[src/rtl/vga_timing_gen.sv]
// ============================================================================
// Module      : vga_timing_gen
// Description : Raster timing generator with pixel strobe, h/v counters, sync
//               pulses, visible-area flag and frame-start strobe.
// Revision    : 1.0 - initial release
// ============================================================================
`default_nettype none

module vga_timing_gen #(
    parameter int   CLK_DIV  = 4,
    parameter int   H_DISP   = 640,
    parameter int   H_FP     = 16,
    parameter int   H_SYNC   = 96,
    parameter int   H_BP     = 48,
    parameter int   V_DISP   = 480,
    parameter int   V_FP     = 10,
    parameter int   V_SYNC   = 2,
    parameter int   V_BP     = 33,
    parameter logic SYNC_POL = 1'b0
) (
    input  logic       clk,
    input  logic       rst,
    output logic       pix_tick,
    output logic [9:0] h_cnt,
    output logic [9:0] v_cnt,
    output logic       hsync,
    output logic       vsync,
    output logic       valid,
    output logic       frame_start
);

    localparam int         c_h_total  = H_DISP + H_FP + H_SYNC + H_BP;
    localparam int         c_v_total  = V_DISP + V_FP + V_SYNC + V_BP;
    localparam logic [3:0] c_div_max  = 4'(CLK_DIV - 1);
    localparam logic [9:0] c_h_max    = 10'(c_h_total - 1);
    localparam logic [9:0] c_v_max    = 10'(c_v_total - 1);
    localparam logic [9:0] c_h_disp   = 10'(H_DISP);
    localparam logic [9:0] c_v_disp   = 10'(V_DISP);
    localparam logic [9:0] c_hs_first = 10'(H_DISP + H_FP);
    localparam logic [9:0] c_hs_last  = 10'(H_DISP + H_FP + H_SYNC - 1);
    localparam logic [9:0] c_vs_first = 10'(V_DISP + V_FP);
    localparam logic [9:0] c_vs_last  = 10'(V_DISP + V_FP + V_SYNC - 1);

    generate
        if (c_h_total > 1024 || c_v_total > 1024) begin : g_bad_total
            $error("vga_timing_gen: H_TOTAL and V_TOTAL must not exceed 1024");
        end
        if (CLK_DIV < 1 || CLK_DIV > 16) begin : g_bad_div
            $error("vga_timing_gen: CLK_DIV must be in 1..16");
        end
    endgenerate

    logic [3:0] r_div;
    logic [9:0] r_h_cnt;
    logic [9:0] r_v_cnt;
    logic       r_hsync;
    logic       r_vsync;
    logic       r_valid;
    logic       r_frame_start;

    logic       w_pix_tick;
    logic       w_h_wrap;
    logic       w_v_wrap;
    logic [9:0] w_h_next;
    logic [9:0] w_v_next;

    // Reset dominates the strobe so nothing advances while rst is held.
    assign w_pix_tick = ~rst & (r_div == c_div_max);
    assign w_h_wrap   = (r_h_cnt == c_h_max);
    assign w_v_wrap   = (r_v_cnt == c_v_max);

    always_comb begin
        w_h_next = r_h_cnt;
        w_v_next = r_v_cnt;
        if (w_pix_tick) begin
            if (w_h_wrap) begin
                w_h_next = '0;
                w_v_next = w_v_wrap ? 10'd0 : r_v_cnt + 10'd1;
            end else begin
                w_h_next = r_h_cnt + 10'd1;
            end
        end
    end

    // Decoded outputs load from the next-counter values so they line up with
    // h_cnt/v_cnt in the same cycle.
    always_ff @(posedge clk) begin
        if (rst) begin
            r_div         <= '0;
            r_h_cnt       <= '0;
            r_v_cnt       <= '0;
            r_hsync       <= ~SYNC_POL;
            r_vsync       <= ~SYNC_POL;
            r_valid       <= 1'b1;
            r_frame_start <= 1'b0;
        end else begin
            r_div         <= (r_div == c_div_max) ? 4'd0 : r_div + 4'd1;
            r_h_cnt       <= w_h_next;
            r_v_cnt       <= w_v_next;
            r_hsync       <= (w_h_next >= c_hs_first && w_h_next <= c_hs_last) ? SYNC_POL : ~SYNC_POL;
            r_vsync       <= (w_v_next >= c_vs_first && w_v_next <= c_vs_last) ? SYNC_POL : ~SYNC_POL;
            r_valid       <= (w_h_next < c_h_disp) && (w_v_next < c_v_disp);
            r_frame_start <= w_pix_tick & w_h_wrap & w_v_wrap;
        end
    end

    assign pix_tick    = w_pix_tick;
    assign h_cnt       = r_h_cnt;
    assign v_cnt       = r_v_cnt;
    assign hsync       = r_hsync;
    assign vsync       = r_vsync;
    assign valid       = r_valid;
    assign frame_start = r_frame_start;

endmodule

`default_nettype wire
[config.mk]
export PLATFORM = sky130hd
export DESIGN_NAME = vga_timing_gen
export DESIGN_NICKNAME = d
export VERILOG_FILES = /design/src/rtl/vga_timing_gen.sv
export SDC_FILE = /design/constraint.sdc
export NUM_CORES = 1
export LEC_CHECK = 0
export BUFFER_PORTS_ARGS = -buffer_cell sky130_fd_sc_hd__buf_2
export CAP_MARGIN = 20
export CORE_ASPECT_RATIO = 1.75
export CORE_MARGIN = 4
export CORE_UTILIZATION = 59
export CTS_CLUSTER_DIAMETER = 150
export DETAILED_ROUTE_END_ITERATION = 8
export PLACE_DENSITY = 0.84
export SLEW_MARGIN = 30
export SYNTH_ARGS = -nofsm -noshare
export SYNTH_HDL_FRONTEND = slang
export SYNTH_SLANG_ARGS = --single-unit
[constraint.sdc]
create_clock -name clk -period 4.7 [get_ports clk]
set_clock_uncertainty 0.2 [all_clocks]
set_input_delay 0.94 -clock clk [delete_from_list [all_inputs] [get_ports clk]]
set_output_delay 0.94 -clock clk [all_outputs]
set_load 0.02 [all_outputs]
==> qor.csv, run 1 <==
stage,metric,value,unit
critical_path,arrival,2.02,ns
final_layout,layout-drive-gt1-share,0.192,
detailed_routing,totalWireLength,3.50,mm
critical_path,crit_required,3.56,ns
clock_network,clkSinkCount,28,
floorplanning,die-height,75.4,um
detailed_routing,firstDrtPassIters,4,
floorplanning,num_rows,24,
detailed_routing,ant_nets,0,
synth,ys_ff_latch,28,
grt,grt_pass1_vias,1367,
critical_path,slowest_delay,0.61,ns
power,ir_drop,0.175,mV
final_layout,nets,215,
clock_network,clkLatencyLatePin,0.27,ns
synth,async_reset_ff_frac,0,
floorplanning,die_w,46.5,um
placed_design,post-dp-hpwl,2.71,mm
critical_path,endpoint_kind,output pin,
final_layout,ff_latch_area,561,um2
sta,finalCritPeriodShare,0.672,
placed_design,place_congestion,0.929,
sta,slew_headroom,0.680,
clock_network,cts_tree,built,
sta,max_freq,317,MHz
grt,grt_start_max_net_pins,24,
critical_path,crit_chain,buf_2 > or4b_4 > inv_1 > buf_2,
detailed_routing,drt_iter0_drc,44,
critical_path,path_common_cell,buf_2,
critical_path,r2r_slack,1.97,ns
run_status,status,"complete, no violations",
placed_design,dp_cells,230,
grt,grt_pass1_wl,5.92,mm
synth,yosysWarnings,0,
synth,synth_area_leader_cell,dfxtp_1,
sta,whs,0.274,ns
detailed_routing,vias,1444,
clock_network,ctsHoldBuffers,0,
synth,yosysUniqueCellTypes,45,
critical_path,path_class,in2out,
final_layout,multi_input_area,871,um2
grt,grt_usage,0.223,
final_layout,final_cells,234,
synth,syn-cell-area,0.00153,mm2
final_layout,syn_to_final_growth,9.40,%
sta,setup_tns,0,ns
clock_network,clock-root-buffer,clkbuf_8,
grt,grt_antenna_before_repair,0,
hold_path,hold_path_class,reg2reg,
critical_path,path_max_fanout,23,
sta,final_period_minus_worst_setup_slack,3.16,ns
floorplanning,io_pins,27,
clock_network,postCtsSetupBuffers,0,
job,drv_cap,0,
synth,syn_avg_cell_area,8.15,um2
power,p_per_area,243,mW/mm2
sta,rsz0062_at_grt,no,
synth,ys_seq_area_frac,0.366,
final_layout,fillCellCount,213,
final_layout,antennaDiodeCount,0,
floorplanning,core,0.00249,mm2
sta,hold_violations,0,
sta,setup_violations,0,
detailed_routing,avgViaCountPerCell,6.17,
grt,overflow,0,
critical_path,critPathSlowestCell,or4b_4,
power,finalPower,0.407,mW
critical_path,path_buf_inv,3,
power,p_leak,0.682,nW
synth,synthTopCellsByArea,"dfxtp_1, nor2_1, xor2_1",
critical_path,cp_top_family,simple AND/OR/NAND/NOR gates,
floorplanning,initial_core_util,0.614,
final_layout,stdcell_area,0.00168,mm2
detailed_routing,post_drt_wl_per_cell,15.0,um
placed_design,placed_area,0.00162,mm2
synth,synth_edf_count,0,
synth,syn_inst,188,
synth,synth_top_area_frac,0.366,
clock_network,cts.path.max_buffers,2,
placed_design,port_buffers,26,
clock_network,cts.clk_slew.worst_paths,0.09,ns
clock_network,h-tree-depth,1,
synth,ys.flop_type,dfxtp_1,
detailed_routing,drc,0,
synth,syn_nets,194,
clock_network,cts_resized,0,
sta,tightest_slew,0.476,ns
critical_path,crit_path_start_kind,input port,
floorplanning,die_area,0.00351,mm2
clock_network,numCtsBuffers,3,
sta,maxSlewViolCount,0,
-- kinds of logic (layout without fill, tap and decap cells) --
group           after synthesis  after routing  synth area share
simple gates                 97             97             0.341
compound gates               28             28             0.114
flops                        28             28             0.366
buf+inv                      17             37            0.0654
xor+xnor                     13             13            0.0743
fa+ha+maj                     4              4            0.0327
mux                           1              1           0.00654
-- cells in the mapped netlist, types with 2 or more instances --
cell type,number
nand4_1,7
nor3_1,11
nand2b_1,2
or3b_2,2
nor2_1,28
dfxtp_1,28
o311ai_0,2
a21oi_1,10
nand3_1,10
and3_1,2
buf_6,4
nor3b_1,2
nand3b_1,2
o21ai_0,6
or3_1,6
nand2_1,13
inv_1,7
xnor2_1,6
ha_1,4
or2_2,3
xor2_1,7
clkbuf_1,3
-- per-stage QoR --
stage           util  setup WS, ns
2_1_floorplan      -          1.84
3_3_place_gp   0.650          1.51
3_5_place_dp   0.650          1.42
4_1_cts        0.672          1.54
5_1_grt        0.672          1.49
6_report       0.672          1.54
-- cells in the final DEF, fill, tap and decap left out, types with 2 or more instances in the layout --
cell type and n:
nand4_1 7, a21oi_1 10, buf_2 26, o311ai_0 2, clkbuf_8 4, nand2_1 13, o21ai_0 6, xor2_1 7
nor3_1 11, nand2b_1 2, inv_1 7, ha_1 4, nor2_1 28, nand3b_1 2, nor3b_1 2, nand3_1 10
dfxtp_1 28, xnor2_1 6, or3b_2 2, or3_1 6, and3_1 2, or2_2 3
-- worst paths after layout --
| kind | cells after the start | from | endpoint |
|---|---|---|---|
| worst max-delay path | 4 | rst | pix_tick |
| worst min-delay path | 1 | r_div[0]$_SDFF_PP0_ | r_div[0]$_SDFF_PP0_ |
| worst max register to register | 7 | r_div[0]$_SDFF_PP0_ | vsync$_SDFF_PP1_ |
| worst min register to register | 1 | r_div[0]$_SDFF_PP0_ | r_div[0]$_SDFF_PP0_ |
-- flip-flops by register name, indices dropped and copies added, names as in the netlist --
| name | flops |
|---|---|
| frame_start | 1 |
| h_cnt | 10 |
| hsync | 1 |
| r_div | 4 |
| v_cnt | 10 |
| valid | 1 |
| vsync | 1 |
-- layer usage --
layer  GRT usage  vias up  part of all wire
met5           0        -                 0
met4      0.0981        0             0.031
met3      0.0260       12             0.044
met2       0.390       50              0.54
met1       0.264      680              0.39
li1            -      702                 -
-- report_power, final --
| part | total (mW) | internal (mW) | switching [mW] |
|---|---|---|---|
| combinational | 0.0169 | 0.00645 | 0.0105 |
| sequential | 0.242 | 0.240 | 0.00238 |
| clock | 0.148 | 0.0750 | 0.0730 |
-- cell type report --
type	count	share of cell area
Multi-Input combinational cell	143	0.520
Sequential cell	28	0.335
Timing Repair Buffer	26	0.0777
Clock buffer	4	0.0329
Tap cell	26	0.0194
Inverter	7	0.0157
Note: power is estimated with default switching activity, not from simulation.
==> run 2, diff against run 1 <==
--- a/config.mk
+++ b/config.mk
@@ -9,10 +9,10 @@
 export CAP_MARGIN = 20
 export CORE_ASPECT_RATIO = 1.75
 export CORE_MARGIN = 4
-export CORE_UTILIZATION = 59
+export CORE_UTILIZATION = 49
 export CTS_CLUSTER_DIAMETER = 150
 export DETAILED_ROUTE_END_ITERATION = 8
-export PLACE_DENSITY = 0.84
+export PLACE_DENSITY = 0.74
 export SLEW_MARGIN = 30
 export SYNTH_ARGS = -nofsm -noshare
 export SYNTH_HDL_FRONTEND = slang
==> constraint.sdc (replaced) <==
create_clock -name clk -period 2.55 [get_ports clk]
set_clock_uncertainty 0.2 [all_clocks]
set_input_delay 0.51 -clock clk [delete_from_list [all_inputs] [get_ports clk]]
set_output_delay 0.51 -clock clk [all_outputs]
set_load 0.02 [all_outputs]
==> run 2 against run 1 <==
Effect of this change: die area is 17% higher; via count is 2.1% higher; combinational power is 130% higher; first-iteration DRC count is 16% lower; critical endpoint is now vsync$_SDFF_PP1_.
==> qor.csv, run 2 (same netlist as run 1, synthesis figures left out) <==
stage,metric,value,unit,change
run_status,status,"complete, no violations",,
sta,finalCritPeriodShare,0.950,,
power,finalPower,0.728,mW,+79%
critical_path,path_max_fanout,5,,-78%
sta,tightest_slew,0.442,ns,-0.0340 ns
placed_design,port_buffers,26,,unchanged
critical_path,endpoint_kind,flop,,
critical_path,arrival,2.37,ns,+0.35 ns
clock_network,cts_tree,built,,
final_layout,final_common_cell,dfxtp_1,,
sta,maxSlewViolCount,0,,unchanged
grt,grt_pass1_wl,6.25,mm,+5.6%
clock_network,h-tree-depth,1,,unchanged
detailed_routing,post_drt_wl_per_cell,14.5,um,-3.3%
power,combPwrFrac,0.053,,+0.011
hold_path,hp-start,r_div[0]$_SDFF_PP0_,,
critical_path,critPathSlowestCell,dfxtp_1,,
final_layout,fin_util,0.634,,-0.0386
placed_design,post-dp-hpwl,2.86,mm,+5.4%
critical_path,slowest_delay,0.38,ns,-0.23 ns
sta,final_period_minus_worst_setup_slack,2.42,ns,
critical_path,path_buf_inv,2,,-1
power,p_switching,0.161,mW,+88%
hold_path,hold_depth,1,,unchanged
sta,setup_violations,0,,unchanged
critical_path,cp_top_family,simple AND/OR/NAND/NOR gates,,
detailed_routing,avgViaCountPerCell,5.58,,-9.5%
final_layout,syn_to_final_growth,22.5,%,
grt,grt_pass1_vias,1480,,+8.3%
detailed_routing,totalWireLength,3.82,mm,+9.1%
power,ir_drop,0.355,mV,+100%
detailed_routing,drc,0,,unchanged
clock_network,numCtsBuffers,3,,unchanged
critical_path,r2r_end,vsync$_SDFF_PP1_,,
sta,hold_violations,0,,unchanged
critical_path,crit_chain,ha_1 > nand4b_1 > buf_4 > nor4_4 > buf_4 > nand3_1 > o21ba_2 > o22ai_2 > nand4_1,,
detailed_routing,vias,1474,,+2.1%
clock_network,cts.clk_slew.worst_paths,0.09,ns,about the same
final_layout,layout-drive-gt1-share,0.302,,+0.109
sta,max_freq,413,MHz,
final_layout,layout_common_cells,"dfxtp_1, nor2_1, buf_2",,
sta,slew_headroom,0.704,,+0.0244
hold_path,hold_path_class,reg2reg,,
floorplanning,initial_core_util,0.517,,-0.0971
hold_path,holdPathEnd,r_div[0]$_SDFF_PP0_,,
power,intPower,0.566,mW,+76%
final_layout,nets,230,,+7.0%
grt,overflow,0,,unchanged
grt,grt_usage,0.194,,-0.0295
power,swShare,0.221,,+0.0106
power,p_per_area,388,mW/mm2,+60%
detailed_routing,firstDrtPassIters,4,,unchanged
clock_network,clkLatencyLatePin,0.27,ns,about the same
clock_network,clock-root-buffer,clkbuf_8,,
clock_network,clkSinkCount,28,,unchanged
critical_path,r2r_slack,0.13,ns,-1.84 ns
job,drv_cap,0,,unchanged
clock_network,cts.path.max_buffers,2,,unchanged
critical_path,crit_required,2.50,ns,-1.06 ns
floorplanning,core,0.00296,mm2,+19%
grt,grt_start_max_net_pins,23,,-4.2%
floorplanning,io_pins,27,,unchanged
critical_path,path_class,reg2reg,,
detailed_routing,drt_iter0_drc,37,,-16%
critical_path,rr_worst_depth,9,,+2
critical_path,crit_path_start_kind,flop,,
floorplanning,die-height,82.0,um,+8.7%
final_layout,fillCellCount,248,,+16%
placed_design,place_congestion,0.934,,+0.45%
power,p_clk_frac,0.331,,-0.032
power,seq_power_share,0.616,,+0.021
floorplanning,num_rows,26,,+8.3%
critical_path,path_common_cell,buf_4,,
grt,grt_antenna_before_repair,0,,unchanged
detailed_routing,ant_nets,0,,unchanged
floorplanning,die_w,50.3,um,+8.1%
floorplanning,die_area,0.00412,mm2,+17%
power,p_leak,0.769,nW,+13%
critical_path,startpoint,h_cnt[1]$_SDFF_PP0_,,
critical_path,worstReg2RegStart,h_cnt[1]$_SDFF_PP0_,,
final_layout,antennaDiodeCount,0,,unchanged
-- run 2: worst reg2reg max path: cells and delay by family (launching register included) --
| kind | cells | cell delay, ns |
|---|---|---|
| compound gates | 2 | 0.36 |
| fa+ha+maj | 1 | 0.24 |
| buf+inv | 2 | 0.40 |
| flops | 1 | 0.38 |
| simple gates | 4 | 0.72 |
-- run 2: per-layer routing --
metal	routed length, um	track usage
met5	0	0
met4	107	0.0776
met3	142	0.0200
met2	2100	0.394
met1	1480	0.192
-- run 2: what timing repair did --
item	CTS	global route
resized for setup	1	17
setup endpoints to repair	1	8
pin swaps	0	7
hold buffers	0	0
buffers inserted	0	2
-- run 2: final cells by class --
class                      count  area (um2)  area share
timing repair buffer          41         243       0.129
tap                           42        52.6      0.0280
inverter                       7        26.3      0.0140
sequential                    28         562       0.300
multi-input combinational    143         951       0.507
clock buffer                   3        41.3      0.0220
-- run 2: how the worst max path moves through the flow --
stage | to | slack [ns] | cells past startpoint
floorplan | vsync$_SDFF_PP1_ | 0.12 | 7
global placement | valid$_SDFF_PP1_ | 0.03 | 6
detailed placement | vsync$_SDFF_PP1_ | -0.02 | 7
CTS | valid$_SDFF_PP1_ | 0.02 | 6
global route | vsync$_SDFF_PP1_ | -0.03 | 7
finish | vsync$_SDFF_PP1_ | 0.13 | 9
-- run 2: per-stage QoR --
| step | instance area [um2] | TNS [ns] | instances | hold slack [ns] | setup slack (ns) |
|---|---|---|---|---|---|
| 2_1_floorplan | 1530 | 0 | 188 | 0.227 | 0.119 |
| 3_3_place_gp | 1740 | 0 | 259 | 0.240 | 0.0261 |
| 3_5_place_dp | 1740 | -0.0229 | 259 | 0.268 | -0.0229 |
| 4_1_cts | 1790 | 0 | 262 | 0.282 | 0.0159 |
| 5_1_grt | 1880 | -0.0268 | 264 | 0.300 | -0.0268 |
| 6_report | 1880 | 0 | 264 | 0.272 | 0.128 |
-- run 2: power groups by stage --
stage / sequential (mW) / combinational (mW) / clock (mW)
floorplan: 0.457 / 0.0237 / 0
global placement: 0.456 / 0.0350 / 0
detailed placement: 0.456 / 0.0362 / 0
CTS: 0.446 / 0.0364 / 0.246
global route: 0.450 / 0.0441 / 0.259
finish: 0.448 / 0.0384 / 0.241
